$ cat config.mk
export PLATFORM = sky130hd
export DESIGN_NAME = midi_voice_allocator
export DESIGN_NICKNAME = d
export VERILOG_FILES = /design/src/rtl/midi_voice_allocator.sv
export SDC_FILE = /design/constraint.sdc
export NUM_CORES = 1
export LEC_CHECK = 0
export CAP_MARGIN = 15
export CORE_MARGIN = 10
export CORE_UTILIZATION = 40
export CTS_CLUSTER_DIAMETER = 30
export DETAILED_ROUTE_END_ITERATION = 16
export GPL_ROUTABILITY_DRIVEN = 0
export PLACE_DENSITY = 0.7
export SYNTH_ARGS = -nofsm -noshare
export SYNTH_HDL_FRONTEND = slang
export SYNTH_SLANG_ARGS = --single-unit
$ cat constraint.sdc
create_clock -name clk -period 2.5 [get_ports clk]
set_input_delay 0.5 -clock clk [delete_from_list [all_inputs] [get_ports clk]]
set_output_delay 0.5 -clock clk [all_outputs]
set_load 0.02 [all_outputs]
$ cat src/rtl/midi_voice_allocator.sv
// Polyphonic voice allocator that maps note-on/off events onto NUM_VOICES voices.
// Optional build macro VOICE_STEAL_EN enables stealing the oldest voice when all are busy.
module midi_voice_allocator #(
    parameter int NUM_VOICES = 4,
    parameter int VIDX_W     = $clog2(NUM_VOICES)
) (
    input  logic                    clk,
    input  logic                    reset,
    input  logic                    evt_valid,
    output logic                    evt_ready,
    input  logic                    evt_note_on,
    input  logic [6:0]              evt_note,
    input  logic [6:0]              evt_velocity,
    output logic [7*NUM_VOICES-1:0] voice_note,
    output logic [7*NUM_VOICES-1:0] voice_vol,
    output logic [NUM_VOICES-1:0]   voice_active,
    output logic [NUM_VOICES-1:0]   voice_restart,
    output logic [7:0]              drop_count
);

    // state  | meaning
    // IDLE   | ready for an event
    // SCAN   | examine one voice per cycle, index 0..NUM_VOICES-1
    // COMMIT | apply the allocation decision
    typedef enum logic [1:0] {IDLE, SCAN, COMMIT} state_t;

    localparam logic [VIDX_W-1:0] LAST_IDX = VIDX_W'(NUM_VOICES - 1);

    state_t                  state_q, state_d;
    logic [VIDX_W-1:0]       scan_idx_q, scan_idx_d;
    logic                    ev_on_q, ev_on_d;
    logic [6:0]              ev_note_q, ev_note_d;
    logic [6:0]              ev_vel_q, ev_vel_d;
    logic                    match_vld_q, match_vld_d;
    logic [VIDX_W-1:0]       match_idx_q, match_idx_d;
    logic                    free_vld_q, free_vld_d;
    logic [VIDX_W-1:0]       free_idx_q, free_idx_d;
    logic                    old_vld_q, old_vld_d;
    logic [VIDX_W-1:0]       old_idx_q, old_idx_d;
    logic [VIDX_W-1:0]       old_age_q, old_age_d;
    logic [6:0]              note_q [NUM_VOICES];
    logic [6:0]              note_d [NUM_VOICES];
    logic [6:0]              vol_q  [NUM_VOICES];
    logic [6:0]              vol_d  [NUM_VOICES];
    logic [VIDX_W-1:0]       age_q  [NUM_VOICES];
    logic [VIDX_W-1:0]       age_d  [NUM_VOICES];
    logic [NUM_VOICES-1:0]   active_q, active_d;
    logic [NUM_VOICES-1:0]   restart_q, restart_d;
    logic [7:0]              drop_q, drop_d;

    logic                    tgt_vld;
    logic                    tgt_was_free;
    logic [VIDX_W-1:0]       tgt_idx;
    logic [VIDX_W-1:0]       prev_age;

    always_comb begin
        state_d      = state_q;
        scan_idx_d   = scan_idx_q;
        ev_on_d      = ev_on_q;
        ev_note_d    = ev_note_q;
        ev_vel_d     = ev_vel_q;
        match_vld_d  = match_vld_q;
        match_idx_d  = match_idx_q;
        free_vld_d   = free_vld_q;
        free_idx_d   = free_idx_q;
        old_vld_d    = old_vld_q;
        old_idx_d    = old_idx_q;
        old_age_d    = old_age_q;
        note_d       = note_q;
        vol_d        = vol_q;
        age_d        = age_q;
        active_d     = active_q;
        restart_d    = '0;
        drop_d       = drop_q;
        tgt_vld      = 1'b0;
        tgt_was_free = 1'b0;
        tgt_idx      = '0;
        prev_age     = '0;

        case (state_q)
            IDLE: begin
                if (evt_valid) begin
                    // velocity 0 note-on is a note-off
                    ev_on_d     = evt_note_on && (evt_velocity != 7'd0);
                    ev_note_d   = evt_note;
                    ev_vel_d    = evt_velocity;
                    match_vld_d = 1'b0;
                    free_vld_d  = 1'b0;
                    old_vld_d   = 1'b0;
                    old_age_d   = '0;
                    scan_idx_d  = '0;
                    state_d     = SCAN;
                end
            end
            SCAN: begin
                if (active_q[scan_idx_q]) begin
                    if (!match_vld_q && note_q[scan_idx_q] == ev_note_q) begin
                        match_vld_d = 1'b1;
                        match_idx_d = scan_idx_q;
                    end
                    if (!old_vld_q || age_q[scan_idx_q] > old_age_q) begin
                        old_vld_d = 1'b1;
                        old_idx_d = scan_idx_q;
                        old_age_d = age_q[scan_idx_q];
                    end
                end else if (!free_vld_q) begin
                    free_vld_d = 1'b1;
                    free_idx_d = scan_idx_q;
                end
                if (scan_idx_q == LAST_IDX) begin
                    state_d = COMMIT;
                end else begin
                    scan_idx_d = scan_idx_q + 1'b1;
                end
            end
            COMMIT: begin
                state_d = IDLE;
                if (ev_on_q) begin
                    if (match_vld_q) begin
                        tgt_vld  = 1'b1;
                        tgt_idx  = match_idx_q;
                        prev_age = age_q[match_idx_q];
                    end else if (free_vld_q) begin
                        tgt_vld      = 1'b1;
                        tgt_was_free = 1'b1;
                        tgt_idx      = free_idx_q;
                    end else begin
`ifdef VOICE_STEAL_EN
                        tgt_vld  = old_vld_q;
                        tgt_idx  = old_idx_q;
                        prev_age = old_age_q;
`else
                        if (drop_q != 8'hff) drop_d = drop_q + 8'd1;
`endif
                    end
                    if (tgt_vld) begin
                        for (int i = 0; i < NUM_VOICES; i++) begin
                            if (VIDX_W'(i) != tgt_idx && active_q[i] &&
                                (tgt_was_free || age_q[i] < prev_age) &&
                                age_q[i] != LAST_IDX) begin
                                age_d[i] = age_q[i] + 1'b1;
                            end
                        end
                        note_d[tgt_idx]    = ev_note_q;
                        vol_d[tgt_idx]     = ev_vel_q;
                        age_d[tgt_idx]     = '0;
                        active_d[tgt_idx]  = 1'b1;
                        restart_d[tgt_idx] = 1'b1;
                    end
                end else if (match_vld_q) begin
                    active_d[match_idx_q] = 1'b0;
                    vol_d[match_idx_q]    = 7'd0;
                end
            end
            default: state_d = IDLE;
        endcase
    end

    always_ff @(posedge clk) begin
        if (reset) begin
            state_q     <= IDLE;
            scan_idx_q  <= '0;
            ev_on_q     <= 1'b0;
            ev_note_q   <= 7'd0;
            ev_vel_q    <= 7'd0;
            match_vld_q <= 1'b0;
            match_idx_q <= '0;
            free_vld_q  <= 1'b0;
            free_idx_q  <= '0;
            old_vld_q   <= 1'b0;
            old_idx_q   <= '0;
            old_age_q   <= '0;
            for (int i = 0; i < NUM_VOICES; i++) begin
                note_q[i] <= 7'd60;
                vol_q[i]  <= 7'd0;
                age_q[i]  <= '0;
            end
            active_q    <= '0;
            restart_q   <= '0;
            drop_q      <= 8'd0;
        end else begin
            state_q     <= state_d;
            scan_idx_q  <= scan_idx_d;
            ev_on_q     <= ev_on_d;
            ev_note_q   <= ev_note_d;
            ev_vel_q    <= ev_vel_d;
            match_vld_q <= match_vld_d;
            match_idx_q <= match_idx_d;
            free_vld_q  <= free_vld_d;
            free_idx_q  <= free_idx_d;
            old_vld_q   <= old_vld_d;
            old_idx_q   <= old_idx_d;
            old_age_q   <= old_age_d;
            note_q      <= note_d;
            vol_q       <= vol_d;
            age_q       <= age_d;
            active_q    <= active_d;
            restart_q   <= restart_d;
            drop_q      <= drop_d;
        end
    end

    // ready is forced low while reset is held so nothing is accepted then
    assign evt_ready     = (state_q == IDLE) && !reset;
    assign voice_active  = active_q;
    assign voice_restart = restart_q;
    assign drop_count    = drop_q;

    for (genvar g = 0; g < NUM_VOICES; g++) begin : g_pack
        assign voice_note[7*g +: 7] = note_q[g];
        assign voice_vol[7*g +: 7]  = vol_q[g];
    end

endmodule

==> flow_summary.toml <==
[sta]
worst_pin_slew_ps = 1001
drv_slew = 0
min_period_ps = 2217
post-route-period-util = 0.8868
hold_violations = 0
tns_ps = 0
whs_ps = 499.7
grt_setup_unrepaired = "false"
fmaxAchievable_mhz = 451.0
relSlewSlack = 0.3327
setup_viol = 0
fin_skew_ps = 12.56

[drt]
post_drt_wl_per_cell_um = 17.17
drc_errors = 0
vias = 3288
detail-route-antenna-nets = 0
drtIter0Drc = 219
routed_wl_um = 10890
drt_pass1_iterations = 4
vias_per_cell = 5.186

[worst_setup_path]
path_cells = "buf_4, nor3_1, clkdlybuf4s50_1"
crit_end = "evt_ready"
cp_top_family = "buffers and inverters"
worst_setup_path_start_kind = "register"
cp-startpoint = "state_q[1]$_SDFFE_PP0P_"
reg2reg_setup_slack_ps = 410
r2r_start = "scan_idx_q[1]$_SDFFE_PP0P_"
crit_required_ps = 2000
cp.arrival_ps = 1720
critical_path_depth = 3
max_stage_delay_ps = 640
slowest_stage = "clkdlybuf4s50_1"
r2r_cells = 5
cp-end-kind = "output pin"
reg2reg_to = "match_idx_q[0]$_SDFFE_PP0P_"
worst-path-buf-inv = 2
cp_max_fo = 9
path_class = "register to output pin"

[global_route]
grt_pass1_wl_um = 17950
overflow = 0
grt_max_degree = 100
grt_usage = 0.1524
antenna_found_initial = 0
grt_pass1_vias = 3341

[clock_network]
cts_htree_levels = 3
cts_buffers = 9
clkTransAtPathRegs_ps = 100
cts_tree = "done"
cts_resized = 0
cts_num_sinks = 97
cts_root_buf = "clkbuf_8"
post_cts_buffers = 0
cts_hold_buf = 0
clk_latency_ps = 360
clock_path_buffers = 2

[synthesis]
syn_avg_cell_area_um2 = 9.668
syn_inst = 407
syn_nets = 427
synthesis.area_um2 = 3935
synth_warnings = 0
synth_top_flop_cell = "dfxtp_1"
synth_seq_cells = 97
synth_cell_types = 47
async_reset_ff_frac = 0
synth_edf_count = 0
ys_seq_area_frac = 0.4935

[final_layout]
design_area_um2 = 5182
num_antenna_cells = 0
area_growth_pct = 31.70
drive_gt1_frac = 0.09381
nets = 516
postLayoutCoreUtil = 0.5351

[die]
die-area_um2 = 14210
start_util = 0.4063
ios = 91
die_h_um = 119.2
die_x_um = 119.2
core-area_um2 = 9684
num_rows = 36

[pwr]
irDropWorstVdd_v = 0.0003420
finalPower_mw = 2.719
powerDensity_nw_per_um2 = 524.7
p_leak_nw = 1.754

[status]
status = "finished clean"

[flow_run]
drv_cap = 0

[placement]
dpl_cell_area_um2 = 4992
port-buffer-count = 90
dp_hpwl_um = 7600

[hold_path]
min_path_type = "register to register"
[cell usage after synthesis, types with 2 or more instances]
library cell   n  area, um^2
xnor2_1        6       52.55
ha_1           2       25.02
o21ai_0        7       35.03
a21oi_1       23       115.1
xor2_1         6       52.55
nor2_1        58       217.7
nor2b_1       23       143.9
or3_1          3       18.77
o31ai_1        2       15.01
o21a_1         2       15.01
nor3b_1        2       15.01
nand3b_1       2       15.01
a22oi_1       30       225.2
mux4_2         5       112.6
nand3_1        5       25.02
a211o_1       16       140.1
nand2_1       40       150.1
nor3_1         2       10.01
buf_2         10       50.05
mux2i_1       17       170.2
dfxtp_1       97        1942
nand2b_1       5       31.28
mux4_1         3       78.83
clkbuf_1      14       52.55
nand4_1        5       31.28
[worst register-to-register path, cell delays in order, from the launching register on]
cell and delay (ps):
dfxtp_1 710, mux4_1 420, xnor2_1 180, nand3_1 130, nor4_4 370, mux2i_1 220
[cell usage in the layout, fill, tap and decap left out, types with 16 or more instances in the layout]
master / n
dfxtp_1: 97
a22oi_1: 30
nor2b_1: 20
nor2_1: 58
mux2i_1: 17
clkdlybuf4s50_1: 89
a211o_1: 16
buf_4: 16
nand2_1: 40
a21oi_1: 23
[stage by stage]
step                      setup WS, ps  instances
final                            282.9        634
after global routing             183.0        634
after CTS                        263.0        634
after detailed placement         410.8        618
after global placement           456.6        618
after floorplan                  597.5        407
[cells by family (layout without fill, tap and decap cells)]
family,Yosys count,in the layout,share of synthesized area
simple gates,157,157,0.1968
flops,97,97,0.4935
compound gates,84,84,0.1472
buf+inv,29,123,0.03466
mux,26,26,0.09475
xor+xnor,12,12,0.02671
fa+ha+maj,2,2,0.006358
[power breakdown]
| group | switching (mW) | total, mW | internal (mW) |
|---|---|---|---|
| Combinational | 0.0812 | 0.150 | 0.0688 |
| Clock | 0.591 | 0.973 | 0.382 |
| Sequential | 0.0324 | 1.60 | 1.56 |
| Total | 0.704 | 2.72 | 2.02 |
[sequential cells by signal (all words and copies together), names as in the netlist]
register,cells
voice_note,28
voice_vol,28
drop_count,8
ev_note_q,7
ev_vel_q,7
voice_active,4
voice_restart,4
free_idx_q,2
match_idx_q,2
scan_idx_q,2
state_q,2
ev_on_q,1
free_vld_q,1
match_vld_q,1
[worst min path at each step]
stage | slack [ps] | endpoint | startpoint | cells past startpoint
final | 500 | ev_on_q$_SDFFE_PP0P_ | ev_on_q$_SDFFE_PP0P_ | 2
after global routing | 540 | ev_on_q$_SDFFE_PP0P_ | ev_on_q$_SDFFE_PP0P_ | 2
after CTS | 500 | ev_on_q$_SDFFE_PP0P_ | ev_on_q$_SDFFE_PP0P_ | 2
after detailed placement | 480 | ev_on_q$_SDFFE_PP0P_ | ev_on_q$_SDFFE_PP0P_ | 2
after global placement | 480 | ev_on_q$_SDFFE_PP0P_ | ev_on_q$_SDFFE_PP0P_ | 2
after floorplan | 450 | ev_on_q$_SDFFE_PP0P_ | ev_on_q$_SDFFE_PP0P_ | 2
[metal layers]
layer,track usage,wire length [um],up-vias,part of all wire
met5,0,0,-,0
met4,0.04962,174,0,0.016
met3,0.05291,954,14,0.088
met2,0.2455,5135,101,0.47
met1,0.1865,4624,1561,0.42
li1,-,-,1612,-
[layout make-up]
type | count | area [um^2]
clock inverter | 7 | 66.31
tap | 133 | 166.4
inverter | 1 | 3.754
timing repair buffer | 106 | 1016
fill | 871 | 4502
multi-input combinational | 281 | 1864
clock buffer | 9 | 123.9
sequential | 97 | 1942
No activity file was read; power rests on OpenSTA's default activity.
